<file path="src/rtl/alu4_pkg.sv">
// Shared opcode encodings and FSM state type for the 4-bit ALU command block.
// Latency: none (declarations only).
// Backpressure: n/a.
package alu4_pkg;

    localparam logic [3:0] OP_OR_A  = 4'd0;   // reduction OR of a
    localparam logic [3:0] OP_XOR_A = 4'd1;   // reduction XOR of a
    localparam logic [3:0] OP_AND_A = 4'd2;   // reduction AND of a
    localparam logic [3:0] OP_LNOT_A = 4'd3;  // logical not of a
    localparam logic [3:0] OP_INV_A = 4'd4;   // bitwise invert of a
    localparam logic [3:0] OP_LNOT_B = 4'd5;  // logical not of b
    localparam logic [3:0] OP_INV_B = 4'd6;   // bitwise invert of b
    localparam logic [3:0] OP_AND_B = 4'd7;   // reduction AND of b
    localparam logic [3:0] OP_AND   = 4'd8;
    localparam logic [3:0] OP_OR    = 4'd9;
    localparam logic [3:0] OP_XOR   = 4'd10;
    localparam logic [3:0] OP_GT    = 4'd11;
    localparam logic [3:0] OP_LT    = 4'd12;
    localparam logic [3:0] OP_EQ    = 4'd13;
    localparam logic [3:0] OP_ADD   = 4'd14;
    localparam logic [3:0] OP_SUB   = 4'd15;

    // IDLE: nothing held; EXEC: response freshly loaded; HOLD: response stalled
    typedef enum logic [1:0] {
        ST_IDLE = 2'd0,
        ST_EXEC = 2'd1,
        ST_HOLD = 2'd2
    } state_t;

    function automatic logic [3:0] zext1(input logic bit_in);
        return {3'b000, bit_in};
    endfunction

endpackage

</file>
<file path="src/rtl/alu4_core.sv">
// Purely combinational 4-bit ALU: x is the low nibble, y the high nibble.
// Latency: 0 cycles.
// Backpressure: none, output follows inputs.
module alu4_core
    import alu4_pkg::*;
(
    input  logic [3:0] a,
    input  logic [3:0] b,
    input  logic [3:0] op,
    output logic [3:0] x,
    output logic [3:0] y
);

    logic [7:0] wide;

    // Opcode decode; single-bit results are zero-extended, y only used by add/sub
    always_comb begin
        x    = 4'h0;
        y    = 4'h0;
        wide = 8'h00;
        case (op)
            OP_OR_A:   x = zext1(|a);
            OP_XOR_A:  x = zext1(^a);
            OP_AND_A:  x = zext1(&a);
            OP_LNOT_A: x = zext1(!a);
            OP_INV_A:  x = ~a;
            OP_LNOT_B: x = zext1(!b);
            OP_INV_B:  x = ~b;
            OP_AND_B:  x = zext1(&b);
            OP_AND:    x = a & b;
            OP_OR:     x = a | b;
            OP_XOR:    x = a ^ b;
            OP_GT:     x = zext1(a > b);
            OP_LT:     x = zext1(a < b);
            OP_EQ:     x = zext1(a == b);
            OP_ADD: begin
                wide = {4'h0, a} + {4'h0, b};
                x    = wide[3:0];
                y    = wide[7:4];
            end
            OP_SUB: begin
                wide = {4'h0, a} - {4'h0, b};
                x    = wide[3:0];
                y    = wide[7:4];
            end
            default: x = 4'h0;
        endcase
    end

endmodule

</file>
<file path="src/rtl/alu4_cmd_ctrl.sv">
// Command FIFO feeding an ALU and a single response register; ALU4_ACC_EN adds an accumulator operand.
// Latency: 2 edges from command accept into an empty block to response consumable.
// Backpressure: cmd_ready = !fifo_full; response register holds stable while rsp_ready is low.
module alu4_cmd_ctrl #(
    parameter int FIFO_DEPTH = 4
) (
    input  logic       clk,
    input  logic       rst_n,
    input  logic       cmd_valid,
    output logic       cmd_ready,
    input  logic [3:0] cmd_op,
    input  logic [3:0] cmd_a,
    input  logic [3:0] cmd_b,
`ifdef ALU4_ACC_EN
    input  logic       cmd_acc,
`endif
    output logic       rsp_valid,
    input  logic       rsp_ready,
    output logic [3:0] rsp_x,
    output logic [3:0] rsp_y,
    output logic [3:0] rsp_op,
    output logic       busy
);
    import alu4_pkg::*;

    localparam int PW = (FIFO_DEPTH > 1) ? $clog2(FIFO_DEPTH) : 1;
    localparam int CW = PW + 1;

    logic [3:0]    op_mem_q [FIFO_DEPTH];
    logic [3:0]    a_mem_q  [FIFO_DEPTH];
    logic [3:0]    b_mem_q  [FIFO_DEPTH];
`ifdef ALU4_ACC_EN
    logic          acc_mem_q [FIFO_DEPTH];
    logic [3:0]    acc_q, acc_d;
`endif

    logic [PW-1:0] wr_ptr_q, wr_ptr_d, rd_ptr_q, rd_ptr_d;
    logic [CW-1:0] count_q, count_d;
    state_t        state_q, state_d;
    logic [3:0]    rsp_x_q, rsp_x_d, rsp_y_q, rsp_y_d, rsp_op_q, rsp_op_d;

    logic          fifo_full, fifo_empty, push, load;
    logic [3:0]    head_op, head_a, head_b, core_a, core_x, core_y;

    assign fifo_full  = (count_q == CW'(FIFO_DEPTH));
    assign fifo_empty = (count_q == '0);
    assign cmd_ready  = !fifo_full;
    assign rsp_valid  = (state_q != ST_IDLE);
    assign busy       = !fifo_empty || rsp_valid;
    assign rsp_x      = rsp_x_q;
    assign rsp_y      = rsp_y_q;
    assign rsp_op     = rsp_op_q;

    // Full check alone gates push, so a same-cycle pop never frees a slot early
    assign push = cmd_valid && !fifo_full;
    assign load = !fifo_empty && (!rsp_valid || rsp_ready);

    assign head_op = op_mem_q[rd_ptr_q];
    assign head_a  = a_mem_q[rd_ptr_q];
    assign head_b  = b_mem_q[rd_ptr_q];
`ifdef ALU4_ACC_EN
    assign core_a  = acc_mem_q[rd_ptr_q] ? acc_q : head_a;
`else
    assign core_a  = head_a;
`endif

    alu4_core u_core (
        .a  (core_a),
        .b  (head_b),
        .op (head_op),
        .x  (core_x),
        .y  (core_y)
    );

    // Pointer/count bookkeeping and response register load
    always_comb begin
        wr_ptr_d = wr_ptr_q;
        rd_ptr_d = rd_ptr_q;
        count_d  = count_q;
        rsp_x_d  = rsp_x_q;
        rsp_y_d  = rsp_y_q;
        rsp_op_d = rsp_op_q;
        if (push) wr_ptr_d = wr_ptr_q + PW'(1);
        if (load) begin
            rd_ptr_d = rd_ptr_q + PW'(1);
            rsp_x_d  = core_x;
            rsp_y_d  = core_y;
            rsp_op_d = head_op;
        end
        case ({push, load})
            2'b10:   count_d = count_q + CW'(1);
            2'b01:   count_d = count_q - CW'(1);
            default: count_d = count_q;
        endcase
    end

    // FSM next state: a load always lands in EXEC, an unconsumed response stalls in HOLD
    always_comb begin
        state_d = ST_IDLE;
        if (load)
            state_d = ST_EXEC;
        else if (rsp_valid && !rsp_ready)
            state_d = ST_HOLD;
    end

`ifdef ALU4_ACC_EN
    // Accumulator tracks x of every executed command
    always_comb begin
        acc_d = acc_q;
        if (load) acc_d = core_x;
    end
`endif

    // Control state with asynchronous reset; discards queued and held work
    always_ff @(posedge clk or negedge rst_n) begin
        if (!rst_n) begin
            wr_ptr_q <= '0;
            rd_ptr_q <= '0;
            count_q  <= '0;
            state_q  <= ST_IDLE;
            rsp_x_q  <= 4'h0;
            rsp_y_q  <= 4'h0;
            rsp_op_q <= 4'h0;
`ifdef ALU4_ACC_EN
            acc_q    <= 4'h0;
`endif
        end else begin
            wr_ptr_q <= wr_ptr_d;
            rd_ptr_q <= rd_ptr_d;
            count_q  <= count_d;
            state_q  <= state_d;
            rsp_x_q  <= rsp_x_d;
            rsp_y_q  <= rsp_y_d;
            rsp_op_q <= rsp_op_d;
`ifdef ALU4_ACC_EN
            acc_q    <= acc_d;
`endif
        end
    end

    // FIFO storage; contents are don't-care while the count says empty
    always_ff @(posedge clk) begin
        if (push) begin
            op_mem_q[wr_ptr_q] <= cmd_op;
            a_mem_q[wr_ptr_q]  <= cmd_a;
            b_mem_q[wr_ptr_q]  <= cmd_b;
`ifdef ALU4_ACC_EN
            acc_mem_q[wr_ptr_q] <= cmd_acc;
`endif
        end
    end

endmodule

</file>
<file path="config.mk">
export PLATFORM = sky130hd
export DESIGN_NAME = alu4_cmd_ctrl
export DESIGN_NICKNAME = d
export VERILOG_FILES = /design/src/rtl/alu4_pkg.sv /design/src/rtl/alu4_core.sv /design/src/rtl/alu4_cmd_ctrl.sv
export SDC_FILE = /design/constraint.sdc
export NUM_CORES = 1
export LEC_CHECK = 0
export BUFFER_PORTS_ARGS = -buffer_cell sky130_fd_sc_hd__clkbuf_2
export CAP_MARGIN = 10
export CORE_AREA = 5 5 86 88
export CTS_BUF_LIST = sky130_fd_sc_hd__clkbuf_4 sky130_fd_sc_hd__clkbuf_8 sky130_fd_sc_hd__clkbuf_16
export CTS_CLUSTER_DIAMETER = 60
export CTS_CLUSTER_SIZE = 40
export DETAILED_ROUTE_END_ITERATION = 16
export DIE_AREA = 0 0 91 93
export PLACE_DENSITY = 0.72
export SLEW_MARGIN = 20
export SYNTH_ARGS = -nofsm -noshare
export SYNTH_HDL_FRONTEND = slang
export SYNTH_SLANG_ARGS = --single-unit
</file>
<file path="constraint.sdc">
create_clock -name clk -period 3.7 [get_ports clk]
set_clock_uncertainty 0.05 [all_clocks]
set_input_delay 0.555 -clock clk [delete_from_list [all_inputs] [get_ports clk]]
set_output_delay 0.555 -clock clk [all_outputs]
set_load 0.01 [all_outputs]
</file>
==> flow_summary.toml, run 1 <==
[timing]
finalSetupTns_ns = 0
slew_headroom_pct = 55.0
min_period_ns = 3.13
rsz0062_at_grt = "no"
slew_viol_final = 0
setup_viol = 0
max_slew.worst_pin.slew_ns = 0.675
max_freq_mhz = 319
post-route-period-util_pct = 84.6
hold_viol_final = 0

[critical_path]
crit_type = "reg -> reg"
cp_max_fo = 8
worstPathCellList = "buf_4 > mux4_1 > inv_1 > ha_1 > o311a_1 > o311ai_0 > o221ai_1 > a31oi_1"
required_ns = 3.91
critPathLaunchType = "register"
arrival_ns = 3.35
cp-end-kind = "register"
slowest_delay_ns = 0.65
critPathSlowestCell = "mux4_1"

[global_routing]
grtUsageTotal_pct = 16.2
grt_start_max_net_pins = 24
grt_overflow = 0
grt_pass1_wl_um = 10600
antenna_found_initial = 0
grt_pass1_vias = 2127

[synthesis]
ys_ff_latch = 67
ys.flop_type = "edfxtp_1"
syn-num-nets = 294
synth_area_leaders = "edfxtp_1, dfrtp_1, ha_1"
synthArstFlopShare_pct = 28.4
yosysMostFrequentCell = "edfxtp_1"
synth_common_cells = "edfxtp_1, inv_1, ha_1"
yosysUniqueCellTypes = 58
synth-seq-area-share_pct = 55.7
synth_edf_count = 48
synthesis.area_um2 = 3440
yosysTopAreaCell = "edfxtp_1"
synth_top_area_share_pct = 41.9
yosysWarnings = 0
syn_area_per_cell_um2 = 13.5
syn_inst = 254

[clock_tree]
cts_root_buf = "clkbuf_8"
htree_num_levels = 3
numCtsBuffers = 9
cts-resized-gates = 0
postCtsHoldBufs = 0
cts_tree = "built"
clkSinkCount = 67
clk_path_buf_depth = 2
clkLatencyLatePin_ns = 0.34
cts_setup_buffers = 0
clk_pin_slew_ns = 0.08

[placed_design]
place_congestion = 0.916
io_buffer_count = 30
dp_hpwl_um = 4560
dp_cells = 352
place_area_um2 = 3620

[route]
drc = 0
wl_um = 6420
drt_first_pass_iters = 4
drt_first_iter_violations = 181
viasPerCell = 5.82
vias = 2143
final_antenna_net_count = 0
wl_per_cell_um = 17.4

[hold_path]
min_path_type = "in -> async"

[power]
cellPowerDensity_nw_per_um2 = 963
vdd_drop_max_v = 0.000419
total_leakage_power_nw = 1.52

[layout]
finalNonFillerCells = 368
diodes = 0
final_nets = 323
seqCellArea_um2 = 1920
final_area_um2 = 3790
area_growth_pct = 10.3
drive_gt1_share_pct = 21.2
multiInputGateArea_um2 = 1350
fillers = 515

[die]
rows = 30
core_area_um2 = 6570
start_util_pct = 52.4
die_w_um = 91
die_h_um = 93
io_pins = 31
die_area_um2 = 8460

[job]
drv_cap = 0

[status]
status = "complete, no violations"
-- path summary, 6_finish.rpt --
| kind | from | end | slack [ns] | cells after the start |
|---|---|---|---|---|
| worst max register to register | rd_ptr_q[0]$_DFFE_PN0P_ | rsp_x[0]$_DFFE_PN0P_ | 0.57 | 8 |
| min in group clk | rsp_ready | state_q[1]$_DFF_PN0_ | 0.32 | 2 |
| worst max-delay path | rd_ptr_q[0]$_DFFE_PN0P_ | rsp_x[0]$_DFFE_PN0P_ | 0.57 | 8 |
| worst min register to register | rsp_y[0]$_DFFE_PN0P_ | rsp_y[0]$_DFFE_PN0P_ | 0.44 | 2 |
| max in group asynchronous | rst_n | rsp_op[1]$_DFFE_PN0P_ | 3.16 | 1 |
| worst min-delay path | rst_n | rsp_op[2]$_DFFE_PN0P_ | 0.10 | 1 |
-- area by class of cell --
cell class                 instances  area share [%]
sequential                        67            50.5
multi-input combinational        149            35.5
timing repair buffer              32            4.35
clock buffer                       9            3.26
tap                               80            2.64
inverter                          24            2.37
clock inverter                     7            1.35
-- cell usage in the layout (no fill, tap or decap), types with 2 or more instances in the layout --
| cell | n |
|---|---|
| a21oi_1 | 8 |
| nand2b_1 | 4 |
| xnor2_1 | 6 |
| edfxtp_1 | 48 |
| a31oi_1 | 3 |
| ha_1 | 21 |
| clkinvlp_4 | 2 |
| and3_1 | 4 |
| o31ai_1 | 3 |
| clkbuf_2 | 30 |
| nand2_1 | 18 |
| buf_4 | 2 |
| o21ai_0 | 7 |
| nor3_1 | 4 |
| mux4_1 | 4 |
| nor2_1 | 8 |
| nand3b_1 | 3 |
| clkbuf_8 | 9 |
| a221oi_1 | 2 |
| o311ai_1 | 2 |
| a211oi_1 | 3 |
| o211ai_1 | 2 |
| nand3_1 | 3 |
| dfrtp_1 | 19 |
| fa_1 | 3 |
| mux2i_1 | 3 |
| inv_1 | 24 |
| xor2_1 | 3 |
| mux4_2 | 8 |
| inv_6 | 2 |
| clkinv_2 | 2 |
-- power breakdown --
part	internal, mW	total [mW]	switching (mW)
combinational	0.808	1.97	1.17
clock	0.246	0.536	0.290
sequential	1.03	1.15	0.119
-- layer usage --
layer	wire length (um)	part of all wire, %	GRT usage [%]	vias to the layer above
li1	-	-	-	1008
met1	2800	44	21.3	1064
met2	3280	51	26.4	63
met3	274	4.3	3.06	8
met4	68	1.1	7.09	0
met5	0	0	0	-
-- sequential cells by signal, summed over array words and instances (netlist names), 3 cells and up --
name      cells
b_mem_q      16
rsp_op        4
a_mem_q      16
count_q       3
rsp_x         4
op_mem_q     16
-- cells by family after synthesis --
kind of cell | share of synthesized area (%)
adder cells (fa/ha/maj) | 9.38
AO/OA/AOI/OAI | 9.42
XOR/XNOR | 2.29
flip-flops | 55.7
multiplexers | 9.49
AND/OR/NAND/NOR | 8.58
buffers and inverters | 5.13
-- worst max-delay path, delay by kind of cell (launching register included) --
family                   cells  cell delay, ns
AO/OA/AOI/OAI                4            1.07
adder cells (fa/ha/maj)      1            0.32
buffers and inverters        2            0.40
flip-flops                   1            0.56
multiplexers                 1            0.65
-- per-stage QoR --
step                      hold slack (ns)  util, %  worst slack (ns)  power (mW)
after global placement              0.415     55.1             0.685        3.08
after detailed placement            0.431     55.1             0.559        3.13
after global routing                0.141     57.8             0.346        3.95
final                               0.102     57.8             0.569        3.66
after floorplan                     0.209        -             0.822        2.67
after CTS                           0.116     57.8             0.568        3.66
Note: power is estimated with default switching activity, not from simulation.
==> inputs of run 2 (changes only) <==
--- a/config.mk
+++ b/config.mk
@@ -7,13 +7,13 @@
 export LEC_CHECK = 0
 export BUFFER_PORTS_ARGS = -buffer_cell sky130_fd_sc_hd__clkbuf_2
 export CAP_MARGIN = 10
-export CORE_AREA = 5 5 86 88
+export CORE_AREA = 5 5 87 89
 export CTS_BUF_LIST = sky130_fd_sc_hd__clkbuf_4 sky130_fd_sc_hd__clkbuf_8 sky130_fd_sc_hd__clkbuf_16
 export CTS_CLUSTER_DIAMETER = 60
 export CTS_CLUSTER_SIZE = 40
 export DETAILED_ROUTE_END_ITERATION = 16
-export DIE_AREA = 0 0 91 93
-export PLACE_DENSITY = 0.72
+export DIE_AREA = 0 0 92 94
+export PLACE_DENSITY = 0.74
 export SLEW_MARGIN = 20
 export SYNTH_ARGS = -nofsm -noshare
 export SYNTH_HDL_FRONTEND = slang
==> constraint.sdc (replaced) <==
create_clock -name clk -period 2.6 [get_ports clk]
set_clock_uncertainty 0.05 [all_clocks]
set_input_delay 0.39 -clock clk [delete_from_list [all_inputs] [get_ports clk]]
set_output_delay 0.39 -clock clk [all_outputs]
set_load 0.01 [all_outputs]
==> run 2 against run 1 <==
Flip-flop and latch count stayed put. The flow now finishes with violations (negative setup slack). Hold slack better by 0.045 ns. First-iteration DRC count is 41% lower.
==> flow_summary.toml, run 2 (synthesis gave the netlist of run 1 again) <==
[clock_tree]
cts_tree = "built"
numCtsBuffers = 9
cts_root_buf = "clkbuf_8"
clk_pin_slew_ns = 0.08
htree_num_levels = 3
clkSinkCount = 67
clk_path_buf_depth = 2
clkLatencyLatePin_ns = 0.36

[timing]
post-route-period-util_pct = 103
timing.final.ws_setup_ns = -0.0779
setup_viol = 5
min_period_ns = 2.68
max_slew.worst_pin.slew_ns = 0.644
rsz0062_at_grt = "yes"
hold_viol_final = 0
hold_slack_ns = 0.147
slew_headroom_pct = 57.0
slew_viol_final = 0
max_freq_mhz = 373

[hold_path]
holdCritStartpoint = "rsp_ready"
min_path_type = "in -> reg"
hold_depth = 2
min_to = "state_q[1]$_DFF_PN0_"

[critical_path]
cp_max_fo = 8
reg2reg_depth = 9
crit_type = "reg -> reg"
slowest_delay_ns = 0.57
r2r_slack_ns = -0.08
cp-end-kind = "register"
arrival_ns = 2.91
critPathSlowestCell = "mux4_2"
worstReg2RegStart = "rd_ptr_q[0]$_DFFE_PN0P_"
critPathLaunchType = "register"
worstPathCellList = "buf_12 > mux4_2 > ha_2 > buf_4 > o21ba_4 > o311a_1 > o311ai_2 > o221ai_1 > a31oi_1"
timing.rr.end = "rsp_x[0]$_DFFE_PN0P_"
required_ns = 2.83

[global_routing]
grt_overflow = 0
grt_use_met3_pct = 5.53
grt_pass1_vias = 2285
grtUsageTotal_pct = 17.6
grtUsageMet1_pct = 21.3
grt.met2_usage_pct = 27.8
antenna_found_initial = 0
grt-busiest-layer = "met2"
grt_pass1_wl_um = 11300
grt_start_max_net_pins = 23

[die]
die_area_um2 = 8650
rows = 30
die_h_um = 94
start_util_pct = 51.5
io_pins = 31
core_area_um2 = 6680
die_w_um = 92

[job]
drv_cap = 0

[route]
wl_um = 7050
drt_first_pass_iters = 4
vias = 2271
drc = 0
wl_per_cell_um = 17.7
drt_first_iter_violations = 106
viasPerCell = 5.71
final_antenna_net_count = 0

[layout]
diodes = 0
reg.largest.list = "a_mem_q (16), b_mem_q (16), op_mem_q (16)"
final_nets = 353
drive_gt1_share_pct = 34.3
area_growth_pct = 21.2
utilization_pct = 62.4
final_area_um2 = 4170
final_common_cell = "edfxtp_1"
fillers = 501
layout_common_cells = "edfxtp_1, clkbuf_2, buf_4"

[status]
status = "complete, but fails checks"
violations = "negative setup slack"

[placed_design]
place_congestion = 0.917
place_area_um2 = 3830
dp_slack_ns = -0.0818
dp_hpwl_um = 4980
io_buffer_count = 30

[power]
cellPowerDensity_nw_per_um2 = 1520
power_mw = 6.32
vdd_drop_max_v = 0.000644
total_leakage_power_nw = 1.68
## run 2: changes by cell type in the layout (fill, tap and decap cells not counted), sizes merged
cell         change
buf             +29
bufinv           +3
clkbuf           +1
clkinv           -1
clkinvlp         -1
dlygate4sd3      +1
inv              -2
## run 2: stage by stage
stage / std cells / setup TNS, ns
6_report: 398 / -0.148
5_1_grt: 398 / -0.805
4_1_cts: 396 / -0.283
3_5_place_dp: 376 / -0.255
3_3_place_gp: 376 / 0
2_1_floorplan: 254 / -0.0111
## run 2: what timing repair did
item | CTS | global route
buffers inserted | 3 | 2
pin swaps | 4 | 6
hold buffers | 1 | 0
setup endpoints to repair | 6 | 6
gates resized for setup | 4 | 10
endpoints found under the hold margin | 19 | 0
## run 2: report_power, final
| part | switching [mW] | internal, mW | total (mW) |
|---|---|---|---|
| clock | 0.416 | 0.651 | 1.07 |
| sequential | 0.140 | 1.46 | 1.60 |
| combinational | 1.97 | 1.69 | 3.66 |
## run 2: worst max-delay path, delay by kind of cell, from the launching register on
kind | cells | cell delay (ns)
mux | 1 | 0.57
flops | 1 | 0.40
compound gates | 5 | 1.08
fa+ha+maj | 1 | 0.21
buf+inv | 2 | 0.28
## run 2: area by class of cell
type | count | area (um2) | area share (%)
tap | 80 | 100 | 2.40
clock inverter | 6 | 115 | 2.76
clock buffer | 10 | 131 | 3.15
timing repair buffer | 62 | 409 | 9.81
inverter | 24 | 90.1 | 2.16
sequential | 67 | 1920 | 46.0
multi-input combinational | 149 | 1410 | 33.8
## run 2: worst max-delay path by stage
| stage | end | slack, ns | startpoint | depth (start not counted) |
|---|---|---|---|---|
| after global placement | rsp_x[0]$_DFFE_PN0P_ | 0.008 | rd_ptr_q[0]$_DFFE_PN0P_ | 9 |
| after detailed placement | rsp_x[1]$_DFFE_PN0P_ | -0.08 | rd_ptr_q[0]$_DFFE_PN0P_ | 9 |
| after floorplan | rsp_x[1]$_DFFE_PN0P_ | -0.007 | rd_ptr_q[0]$_DFFE_PN0P_ | 10 |
| final | rsp_x[0]$_DFFE_PN0P_ | -0.08 | rd_ptr_q[0]$_DFFE_PN0P_ | 9 |
| after global routing | rsp_x[1]$_DFFE_PN0P_ | -0.17 | rd_ptr_q[0]$_DFFE_PN0P_ | 9 |
| after CTS | rsp_x[1]$_DFFE_PN0P_ | -0.07 | rd_ptr_q[0]$_DFFE_PN0P_ | 9 |
## run 2: layer usage
metal	up-vias	routed length, um
li1	1068	-
met1	1086	2990
met2	89	3350
met3	28	420
met4	0	288
met5	-	0
